--- src/rtl/uart_frame_pkg.sv ---
// -----------------------------------------------------------------------------
// uart_frame_pkg
//   Definitions shared by both ends of the board-to-board UART link.
//   A frame is two bytes, high byte first: w[15:0] = {hi, lo}.
//     Position frame      : w[15:12] = tag, w[11:0] = value
//     Match-control frame : w[15:10] = MATCH_CTRL_HI, w[9] = end_game,
//                           w[8] = flag_point, w[7:4] = pl2_score,
//                           w[3:0] = pl1_score
//   Contents: tag constants, match-control pattern, receive FSM state enum,
//   and helpers that classify a candidate high byte.
// -----------------------------------------------------------------------------
package uart_frame_pkg;

  localparam logic [3:0] TAG_PL1_POSX  = 4'h1;
  localparam logic [3:0] TAG_PL1_POSY  = 4'h2;
  localparam logic [3:0] TAG_BALL_POSX = 4'h5;
  localparam logic [3:0] TAG_BALL_POSY = 4'h6;

  localparam logic [5:0] MATCH_CTRL_HI = 6'b000111;

  typedef enum logic [1:0] {
    ST_IDLE    = 2'd0,
    ST_WAIT_LO = 2'd1,
    ST_COMMIT  = 2'd2
  } frame_state_e;

  // Match-control shares tag nibble 1 with pl1_posx; the 6-bit pattern wins.
  function automatic logic is_match_ctrl(input logic [7:0] hi);
    return (hi[7:2] == MATCH_CTRL_HI);
  endfunction

  // A byte may open a frame only if it is match-control or carries a known
  // position tag. Everything else is dropped, which is how the receiver
  // regains byte alignment after a lost byte.
  function automatic logic is_accepted_hi(input logic [7:0] hi);
    logic ok;
    ok = 1'b0;
    if (is_match_ctrl(hi)) begin
      ok = 1'b1;
    end else begin
      case (hi[7:4])
        TAG_PL1_POSX, TAG_PL1_POSY,
        TAG_BALL_POSX, TAG_BALL_POSY: ok = 1'b1;
        default:                      ok = 1'b0;
      endcase
    end
    return ok;
  endfunction

endpackage

--- src/rtl/uart_demux.sv ---
// -----------------------------------------------------------------------------
// uart_demux
//   Receive-side frame decoder. Reassembles {hi, lo} byte pairs from the UART
//   RX core and writes the decoded fields into the game-state register bank.
//
// Parameters
//   TIMEOUT_CYCLES  clk cycles allowed between high and low byte of a frame
//
// Ports
//   clk          in   system clock
//   rst          in   synchronous active-high reset
//   rx_done      in   one-cycle strobe, rx_data holds a new byte
//   rx_data      in   [7:0] received byte
//   pl1_posx     out  [11:0] player-1 x position
//   pl1_posy     out  [11:0] player-1 y position
//   ball_posx    out  [11:0] ball x position
//   ball_posy    out  [11:0] ball y position
//   pl1_score    out  [3:0]  player-1 score
//   pl2_score    out  [3:0]  player-2 score
//   flag_point   out  point-scored flag
//   end_game     out  end-of-game flag
//   frame_valid  out  one-cycle strobe, a frame was committed this cycle
//   frame_err    out  one-cycle strobe, a partial frame timed out
// -----------------------------------------------------------------------------
module uart_demux
  import uart_frame_pkg::*;
#(
  parameter int TIMEOUT_CYCLES = 200000
) (
  input  logic        clk,
  input  logic        rst,
  input  logic        rx_done,
  input  logic [7:0]  rx_data,
  output logic [11:0] pl1_posx,
  output logic [11:0] pl1_posy,
  output logic [11:0] ball_posx,
  output logic [11:0] ball_posy,
  output logic [3:0]  pl1_score,
  output logic [3:0]  pl2_score,
  output logic        flag_point,
  output logic        end_game,
  output logic        frame_valid,
  output logic        frame_err
);

  localparam int CNT_W = (TIMEOUT_CYCLES > 1) ? $clog2(TIMEOUT_CYCLES) : 1;
  localparam logic [CNT_W-1:0] CNT_LAST = CNT_W'(TIMEOUT_CYCLES - 1);
  localparam logic [CNT_W-1:0] CNT_MAX  = '1;

  frame_state_e     r_state;
  logic [7:0]       r_hi;
  logic [7:0]       r_lo;
  logic [CNT_W-1:0] r_cnt;

  logic [11:0]      r_pl1_posx;
  logic [11:0]      r_pl1_posy;
  logic [11:0]      r_ball_posx;
  logic [11:0]      r_ball_posy;
  logic [3:0]       r_pl1_score;
  logic [3:0]       r_pl2_score;
  logic             r_flag_point;
  logic             r_end_game;
  logic             r_frame_valid;
  logic             r_frame_err;

  logic             w_rx_hi_ok;
  logic [15:0]      w_word;
  logic             w_is_ctrl;
  logic [3:0]       w_tag;
  logic [11:0]      w_value;

  // Decode of the incoming byte (as a frame opener) and of the latched frame.
  always_comb begin
    w_rx_hi_ok = rx_done && is_accepted_hi(rx_data);
    w_word     = {r_hi, r_lo};
    w_is_ctrl  = is_match_ctrl(r_hi);
    w_tag      = w_word[15:12];
    w_value    = w_word[11:0];
  end

  always_ff @(posedge clk) begin
    if (rst) begin
      r_state       <= ST_IDLE;
      r_hi          <= '0;
      r_lo          <= '0;
      r_cnt         <= '0;
      r_pl1_posx    <= '0;
      r_pl1_posy    <= '0;
      r_ball_posx   <= '0;
      r_ball_posy   <= '0;
      r_pl1_score   <= '0;
      r_pl2_score   <= '0;
      r_flag_point  <= 1'b0;
      r_end_game    <= 1'b0;
      r_frame_valid <= 1'b0;
      r_frame_err   <= 1'b0;
    end else begin
      r_frame_valid <= 1'b0;
      r_frame_err   <= 1'b0;

      unique case (r_state)
        ST_IDLE: begin
          if (w_rx_hi_ok) begin
            r_hi    <= rx_data;
            r_cnt   <= '0;
            r_state <= ST_WAIT_LO;
          end
        end

        // A low byte arriving on the last allowed cycle still completes the
        // frame: rx_done is tested before the timeout compare.
        ST_WAIT_LO: begin
          if (rx_done) begin
            r_lo    <= rx_data;
            r_state <= ST_COMMIT;
          end else if (r_cnt == CNT_LAST) begin
            r_frame_err <= 1'b1;
            r_state     <= ST_IDLE;
          end else if (r_cnt != CNT_MAX) begin
            r_cnt <= r_cnt + CNT_W'(1);
          end
        end

        ST_COMMIT: begin
          r_frame_valid <= 1'b1;
          if (w_is_ctrl) begin
            r_end_game   <= w_word[9];
            r_flag_point <= w_word[8];
            r_pl2_score  <= w_word[7:4];
            r_pl1_score  <= w_word[3:0];
          end else begin
            case (w_tag)
              TAG_PL1_POSX:  r_pl1_posx  <= w_value;
              TAG_PL1_POSY:  r_pl1_posy  <= w_value;
              TAG_BALL_POSX: r_ball_posx <= w_value;
              TAG_BALL_POSY: r_ball_posy <= w_value;
              default: ;
            endcase
          end
          // A byte landing during the commit cycle opens the next frame so a
          // back-to-back stream loses nothing.
          if (w_rx_hi_ok) begin
            r_hi    <= rx_data;
            r_cnt   <= '0;
            r_state <= ST_WAIT_LO;
          end else begin
            r_state <= ST_IDLE;
          end
        end

        default: r_state <= ST_IDLE;
      endcase
    end
  end

  assign pl1_posx    = r_pl1_posx;
  assign pl1_posy    = r_pl1_posy;
  assign ball_posx   = r_ball_posx;
  assign ball_posy   = r_ball_posy;
  assign pl1_score   = r_pl1_score;
  assign pl2_score   = r_pl2_score;
  assign flag_point  = r_flag_point;
  assign end_game    = r_end_game;
  assign frame_valid = r_frame_valid;
  assign frame_err   = r_frame_err;

endmodule

--- config.mk ---
export PLATFORM = sky130hd
export DESIGN_NAME = uart_demux
export DESIGN_NICKNAME = d
export VERILOG_FILES = /design/src/rtl/uart_frame_pkg.sv /design/src/rtl/uart_demux.sv
export SDC_FILE = /design/constraint.sdc
export NUM_CORES = 1
export LEC_CHECK = 0
export ABC_AREA = 0
export BUFFER_PORTS_ARGS = -buffer_cell sky130_fd_sc_hd__buf_2
export CELL_PAD_IN_SITES_DETAIL_PLACEMENT = 1
export CELL_PAD_IN_SITES_GLOBAL_PLACEMENT = 2
export CORE_UTILIZATION = 30
export DETAILED_ROUTE_END_ITERATION = 8
export PLACE_DENSITY = 0.81
export REMOVE_ABC_BUFFERS = 1
export SYNTH_ARGS = -nofsm -noshare
export SYNTH_HDL_FRONTEND = slang
export SYNTH_SLANG_ARGS = --single-unit
--- constraint.sdc ---
create_clock -name clk -period 5.53 [get_ports clk]
set_input_delay 0 -clock clk [delete_from_list [all_inputs] [get_ports clk]]
set_output_delay 0 -clock clk [all_outputs]
set_load 0.05 [all_outputs]
# --- Word level (Yosys, flattened, before mapping) ---
# Index checks and enable logic that the tools add are counted.
word_totals:
  regBits: 96
  inputBits: 11
  out_inout_bits: 60
classes:
  add_sub_neg: 1
  n_eq_ne: 20
  muxes: 14
  bitwise: 2
  reduce_logical: 15
ops:
  columns: ["cell", "n"]
  rows:
  - ["18-bit 2-to-1 mux", 4]
  - ["18-bit one-hot mux with 2 select lines", 1]
  - ["18-bit by 1-bit adder with 18-bit output, second input constant", 1]
  - ["18-bit == test, second input constant", 1]
  - ["18-bit != test, second input constant", 1]
  - ["4-bit by 3-bit == test with 1-bit output, second input constant", 4]
  - ["6-bit by 3-bit == test with 1-bit output, second input constant", 2]
  - ["3-bit AND reduction", 4]
  - ["4-bit by 1-bit == test with 1-bit output, second input constant", 2]
  - ["4-bit by 2-bit == test with 1-bit output, second input constant", 2]
  - ["2-bit != test, second input constant", 4]
  - ["2-bit AND reduction", 4]
  - ["2-bit 2-to-1 mux", 3]
  - ["2-bit one-hot mux with 3 select lines", 1]
  - ["1-bit 2-to-1 mux", 5]
  - ["5-bit AND reduction", 1]
  - ["4-bit OR reduction", 1]
  - ["3-bit != test, second input constant", 1]
  - ["3-bit OR reduction", 1]
  - ["2-bit by 1-bit == test with 1-bit output, second input constant", 1]
  - ["2-bit == test, second input constant", 1]
  - ["2-bit zero test", 1]
  - ["2-bit by 1-bit != test with 1-bit output, second input constant", 1]
  - ["1-bit inverter", 2]
  - ["other kinds (3)", 3]

# --- Logic depth before layout (Yosys ltp) ---
# Gate-level depths: netlist of the first run.
depth:
  word_depth: 7
  depth_mapped: 7
  mapped_depth_nobuf: 6

# --- Worst setup path before layout of the first run ---
# No wires, ideal clock.
synth_timing:
  kind: "reg2reg"
  from: "register r_cnt[6]"
  to: "register r_state[0]"
  t_arrival_ps: 1827
  required_time_ps: 5398
  setup_slack_ps: 3571
  path_stages_with_launch: 7
  n_path_buf: 1
  synth_period_minus_slack_ps: 1959
  cell_sequence: "dfxtp_1 -> buf_6 -> or4b_1 -> or4_1 -> or3_4 -> nand2_1 -> a21oi_1"
synth_between:
  elab_chain_len: 3
synth_lines:
  columns: ["item", "line", "text"]
  rows:
  - ["start, declared", "uart_demux.sv:53", "logic [CNT_W-1:0] r_cnt;"]
  - ["start signal, assigned", "uart_demux.sv:120", "r_cnt <= r_cnt + CNT_W'(1);"]
  - ["18-bit == test", "uart_demux.sv:116", "end else if (r_cnt == CNT_LAST) begin"]
  - ["3-bit != test (no source line)", null, null]
  - ["2-bit AND reduction (no source line)", null, null]
  - ["end signal, assigned", "uart_demux.sv:115", "r_state <= ST_COMMIT;"]
  - ["end signal, assigned", "uart_demux.sv:118", "r_state <= ST_IDLE;"]
  - ["end signal, assigned", "uart_demux.sv:145", "r_state <= ST_WAIT_LO;"]
  - ["end, declared", "uart_demux.sv:50", "frame_state_e r_state;"]
# No other way between the ends.
# A chain may end at the register's enable or synchronous reset.

# --- Worst setup path after layout of the first run ---
layout_timing:
  from: "register r_state[0]"
  to: "register r_cnt[4]"
layout_between:
  elab_chain_len: 4
  elab_cells_between_ends: 11
  classes_between: "eq/ne: 6; mux: 1; reduce/logical: 4"
layout_lines:
  columns: ["item", "line", "text"]
  rows:
  - ["start signal, assigned", "uart_demux.sv:83", "r_state <= ST_IDLE;"]
  - ["start signal, assigned", "uart_demux.sv:106", "r_state <= ST_WAIT_LO;"]
  - ["start signal, assigned", "uart_demux.sv:115", null]
  - ["2-bit == test / 2-bit zero test (equally long branches)", "uart_demux.sv:101", "unique case (r_state)"]
  - ["2-bit OR reduction (no source line)", null, null]
  - ["2-bit by 1-bit != test with 1-bit output (no source line) / 2-bit nonzero test (equally long branches)", null, null]
  - ["5-bit AND reduction (no source line)", null, null]
# Several ways; a longest one is shown, not always the timed one.

==> impl_metrics.yaml, run 1 <==
cts:
  cts_tree: "built"
  root_buffer: "clkbuf_16"
  htree_levels: 3
  path_clk_slew_ns: 0.07
  cts_sinks: 96
  numCtsBuffers: 9
  clk_latency_ns: 0.34
  clockBufferDepth: 2
  postCtsSetupRepairBufs: 0
die:
  io_pins: 71
  start_util_pct: 31.3
  placementRows: 41
  core-area_sq_um: 12800
  dieWidth_microns: 118
  dieArea_sq_um: 13800
  die_h_microns: 118
critical_path:
  path_delay_family: "compound AO/OA/AOI/OAI gates"
  crit_chain: "nand2b_1, a2111oi_4, nor2_1, o32ai_1"
  cp.required_ns: 5.76
  cp_slowest_cell: "a2111oi_4"
  r2r_start: "r_state[0]$_SDFFE_PP0P_"
  path_max_fanout: 21
  critPathBufInv: 0
  critPathKind: "reg2reg"
  arrival_ns: 3.09
  rr_endpoint: "r_cnt[4]$_SDFFE_PP0P_"
  cp-start-kind: "flop"
  endpoint: "r_cnt[4]$_SDFFE_PP0P_"
  regToRegSetupSlack_ns: 2.67
  r2r_cells: 4
  cp-startpoint: "r_state[0]$_SDFFE_PP0P_"
  cp_num_cells: 4
  crit_path_end_kind: "flop"
  crit_path_max_incr_delay_ns: 0.93
routing:
  drc: 0
  wire_per_inst_microns: 16.7
  first_iter_violations: 191
  dr_total_vias: 3308
  drt-total-wl_microns: 11000
  ant_nets: 0
  viasPerCell: 5.00
  drt-pass1-iter-count: 4
sta:
  finalSetupViolations: 0
  tightest_slew_ns: 1.16
  hold_viol_final: 0
  setup_tns_ns: 0
  rsz0062_at_grt: "no"
  layout_setup_ws_ns: 2.67
  skew_ns: 0.00655
  period_share_pct: 51.7
  drv_slew: 0
  relSlewSlack_pct: 22.5
  max_clock_freq_ghz: 0.350
  fin_crit_ns: 2.86
finish:
  syn_to_final_growth_pct: 20.8
  seqCellArea_sq_um: 1920
  drive_gt1_share_pct: 19.4
  final_area_sq_um: 4850
  antennaDiodeCount: 0
  multi_input_area_sq_um: 1950
  fill_cells: 1501
  nets: 497
pwr:
  p_per_area_nw_per_um2: 278
  fin_total_pwr_w: 0.00135
  p_leak_nw: 2.03
  vdd_drop_max_mv: 0.134
yosys:
  muxShareOfSynthArea_pct: 17.7
  synthAdderAreaFrac_pct: 0.312
  synth_edf_count: 0
  synth_area_sq_um: 4010
  synth-async-reset-ratio_pct: 0
  synth_compound_area_share_pct: 8.55
  ys_warn_count: 0
  synth-simple-area-share_pct: 21.1
  ys_seq_area_share_pct: 47.9
  synth_top_family_by_area: "simple AND/OR/NAND/NOR gates"
  synth_area_per_cell_sq_um: 9.57
  synth_cell_types: 45
  netlist_instances: 419
  synth_flop_cell: "dfxtp_1"
  synth_xor_xnor_area_share_pct: 0.655
  synth_seq_cells: 96
grt:
  grt_pass1_vias: 3314
  grt.overflow.total: 0
  antenna_found_initial: 0
  grt_pass1_wl_microns: 18200
  grt_max_degree: 99
  grt_usage_pct: 16.5
place:
  pre_cts_slack_ns: 2.71
  gp_congestion: 0.774
  portBuffers: 70
  place_hpwl_microns: 7300
  placed_area_sq_um: 4470
status:
  status: "finished, final reports clean"
hold_path:
  hold_class: "in2reg"
flow_run:
  maxCapViolCount: 0
[tightest hold or removal path, delay by kind of cell]
| kind | cells | cell delay (ns) |
|---|---|---|
| buffers and inverters | 2 | 0.47 |
| AND/OR/NAND/NOR | 1 | 0.19 |
[synthesized netlist by cell type (all sizes together) (5+ instances only)]
cell,instances,share of area (%)
inv,7,0.66
nand2,14,1.3
a21oi,15,1.9
nor2,76,7.1
nand2b,7,1.1
o32ai,7,1.5
nor3,8,1.0
o21ai,18,2.2
nor4,5,1.2
nand3,12,1.5
mux2i,71,18
buf,10,1.6
nand4,9,1.4
dfxtp,96,48
clkbuf,16,1.5
or4,6,1.1
nor3b,5,1.2
[flip-flops by register name, summed over array words and instances, names as in the netlist]
register	count
end_game	1
r_state	2
ball_posx	12
r_hi	8
pl1_posx	12
frame_valid	1
ball_posy	12
flag_point	1
pl1_score	4
r_lo	8
pl2_score	4
pl1_posy	12
frame_err	1
r_cnt	18
[repair_timing]
action | in CTS | in global routing
endpoints found under the hold margin | 16 | 0
resized for setup | 0 | 0
hold buffers | 9 | 0
[how the worst min path moves through the flow]
stage                           from                   endpoint  slack (ns)  cells after the start
after floorplan              rx_done       frame_err$_SDFF_PP0_        0.07                      1
after global placement    rx_data[0]       r_lo[0]$_SDFFE_PP0P_        0.25                      3
after detailed placement  rx_data[0]       r_hi[0]$_SDFFE_PP0P_        0.26                      3
after CTS                        rst  pl1_posx[11]$_SDFFE_PP0P_        0.42                      3
after global routing             rst       r_lo[7]$_SDFFE_PP0P_        0.46                      3
final                            rst  ball_posy[6]$_SDFFE_PP0P_        0.41                      3
[area by class of cell]
cell class / count / share of cell area (%)
clock buffers: 12 / 5.29
clock inverters: 3 / 0.516
inverters: 7 / 0.542
multi-input cells: 290 / 40.1
well taps: 172 / 4.44
flip-flops and latches: 96 / 39.7
repair buffers: 81 / 9.40
[logic make-up after synthesis]
group,count (synthesis)
simple gates,163
mux,71
compound gates,52
xor+xnor,3
buf+inv,33
fa+ha+maj,1
flops,96
[per-layer routing]
layer	share of wire (%)	GRT usage (%)
met1	48	21.9
met2	48	26.9
met3	2.3	2.66
met4	1.5	5.93
met5	0	0
[report_power, final]
part           internal [W]  switching (W)
sequential         0.000695     0.00000804
combinational     0.0000171      0.0000329
clock              0.000330       0.000264
total               0.00104       0.000305
[cell usage in the layout, fill, tap and decap left out, drive strengths merged, types with 2 or more instances in the layout]
cell          n
nor3          8
o21ai        18
a31oi         4
clkbuf       12
o32ai         7
buf          72
nand4b        3
inv           8
xor2          2
and2          3
nand2        14
dfxtp        96
or4           6
nor2         76
nor3b         5
nand4         9
nand3        12
nor4          5
or3           4
dlygate4sd3   9
and4          2
nand3b        3
nand2b        7
mux2i        71
a21oi        15
[per-stage QoR]
stage	utilization (%)	cells	hold slack, ns
6_report	37.8	661	0.415
5_1_grt	37.8	661	0.457
4_1_cts	37.8	661	0.419
3_5_place_dp	34.9	637	0.262
3_3_place_gp	34.9	637	0.254
2_1_floorplan	-	393	0.0690
No activity file was read; power rests on OpenSTA's default activity.
==> run 2, diff against run 1 <==
--- a/config.mk
+++ b/config.mk
@@ -11,7 +11,7 @@
 export CELL_PAD_IN_SITES_GLOBAL_PLACEMENT = 2
 export CORE_UTILIZATION = 30
 export DETAILED_ROUTE_END_ITERATION = 8
-export PLACE_DENSITY = 0.81
+export PLACE_DENSITY = 0.83
 export REMOVE_ABC_BUFFERS = 1
 export SYNTH_ARGS = -nofsm -noshare
 export SYNTH_HDL_FRONTEND = slang
==> constraint.sdc (replaced) <==
create_clock -name clk -period 2.59 [get_ports clk]
set_input_delay 0 -clock clk [delete_from_list [all_inputs] [get_ports clk]]
set_output_delay 0 -clock clk [all_outputs]
set_load 0.05 [all_outputs]
==> impl_metrics.yaml, run 2 (synthesized netlist as in run 1, its figures left out) <==
sta:
  tightest_slew_ns: 0.728
  skew_ns: 0.00743
  max_clock_freq_ghz: 0.460
  fin_crit_ns: 2.17
  period_share_pct: 83.9
  rsz0062_at_grt: "no"
  layout_setup_ws_ns: 0.416
  drv_slew: 0
  relSlewSlack_pct: 50.9
  finalSetupViolations: 0
  hold_slack_ns: 0.0227
  hold_viol_final: 0
  setup_tns_ns: 0
die:
  dieWidth_microns: 118
  core-area_sq_um: 12800
  start_util_pct: 31.3
  placementRows: 41
  dieArea_sq_um: 13800
  io_pins: 71
  die_h_microns: 118
critical_path:
  path_max_fanout: 7
  cp-start-kind: "flop"
  crit_chain: "ha_1, and3_1, nand2_1, a2111oi_4, nor2_1, o32ai_1"
  critPathKind: "reg2reg"
  crit_path_end_kind: "flop"
  cp_slowest_cell: "a2111oi_4"
  arrival_ns: 2.42
  cp.required_ns: 2.84
  crit_path_max_incr_delay_ns: 0.46
cts:
  path_clk_slew_ns: 0.07
  cts_tree: "built"
  cts_resized: 0
  numCtsBuffers: 9
  cts_sinks: 96
  clk_latency_ns: 0.34
  clockBufferDepth: 2
  htree_levels: 3
  root_buffer: "clkbuf_16"
pwr:
  fin_total_pwr_w: 0.00298
  vdd_drop_max_mv: 0.260
  p_per_area_nw_per_um2: 605
  p_leak_nw: 2.09
routing:
  wire_per_inst_microns: 16.1
  viasPerCell: 4.97
  dr_total_vias: 3328
  drt-total-wl_microns: 10800
  ant_nets: 0
  drc: 0
  first_iter_violations: 218
  drt-pass1-iter-count: 4
place:
  place_hpwl_microns: 7400
  placed_area_sq_um: 4550
  pre_cts_slack_ns: 0.454
  portBuffers: 70
  gp_congestion: 0.855
finish:
  seqCellArea_sq_um: 1920
  antennaDiodeCount: 0
  largest_reg_flops: 18
  final_cell_mix: "dfxtp_1, nor2_1, mux2i_1"
  largest_register: "r_cnt"
  layout_commonest_cell: "dfxtp_1"
  fill_cells: 1513
  multi_input_area_sq_um: 1940
  final_area_sq_um: 4930
  drive_gt1_share_pct: 20.9
  syn_to_final_growth_pct: 23.1
  nets: 505
status:
  status: "finished, final reports clean"
grt:
  grt.overflow.total: 0
  grt_pass1_wl_microns: 17500
  antenna_found_initial: 0
  grt_pass1_vias: 3299
  grt_max_degree: 65
  grt_usage_pct: 16.0
flow_run:
  maxCapViolCount: 0
hold_path:
  hold_class: "in2reg"
[run 2: cell types whose count changed in the layout (fill, tap and decap cells not counted), sizes merged]
| cell | before | now |
|---|---|---|
| buf | 72 | 81 |
| clkbuf | 12 | 10 |
| inv | 8 | 10 |
| bufinv | 0 | 1 |
| dlygate4sd3 | 9 | 8 |
[run 2: final timing paths]
kind | start | to | slack [ns] | cells past startpoint
min | rx_data[5] | r_lo[5]$_SDFFE_PP0P_ | 0.02 | 3
max | r_cnt[0]$_SDFFE_PP0P_ | r_cnt[3]$_SDFFE_PP0P_ | 0.42 | 6
max reg2reg | r_cnt[0]$_SDFFE_PP0P_ | r_cnt[3]$_SDFFE_PP0P_ | 0.42 | 6
min reg2reg | pl1_posx[10]$_SDFFE_PP0P_ | pl1_posx[10]$_SDFFE_PP0P_ | 0.49 | 2
[run 2: final cells by class]
type	count	share of cell area [%]
multi-input cells	290	39.4
clock inverters	6	1.52
flip-flops and latches	96	38.9
repair buffers	89	10.6
well taps	172	4.36
clock buffers	10	4.64
inverters	7	0.532
[run 2: what timing repair did]
action,CTS,global route
hold buffers,8,0
hold endpoints to repair,15,0
buffers inserted,0,0
[run 2: report_power, final]
group | total [W] | internal (W) | switching, W
logic | 0.000113 | 0.0000405 | 0.0000721
clock network | 0.00137 | 0.000765 | 0.000609
registers | 0.00150 | 0.00148 | 0.0000138
total | 0.00298 | 0.00229 | 0.000695
[run 2: per-stage QoR]
step           utilization [%]  instances
6_report                  38.5        670
5_1_grt                   38.5        670
4_1_cts                   38.5        670
3_5_place_dp              35.5        646
3_3_place_gp              35.5        646
2_1_floorplan                -        393
[run 2: worst max-delay path, delay by kind of cell, from the launching register on]
kind	cells	cell delay, ns
flip-flops	1	0.43
AND/OR/NAND/NOR	3	0.68
AO/OA/AOI/OAI	2	0.73
adder cells (fa/ha/maj)	1	0.25
[run 2: metal layers]
metal	vias to the layer above	global-route usage (%)	share of wire, %
met5	-	0	0
met3	9	3.15	2.8
met2	48	27.0	49
met1	1625	20.4	47
met4	0	4.97	1.2
li1	1646	-	-
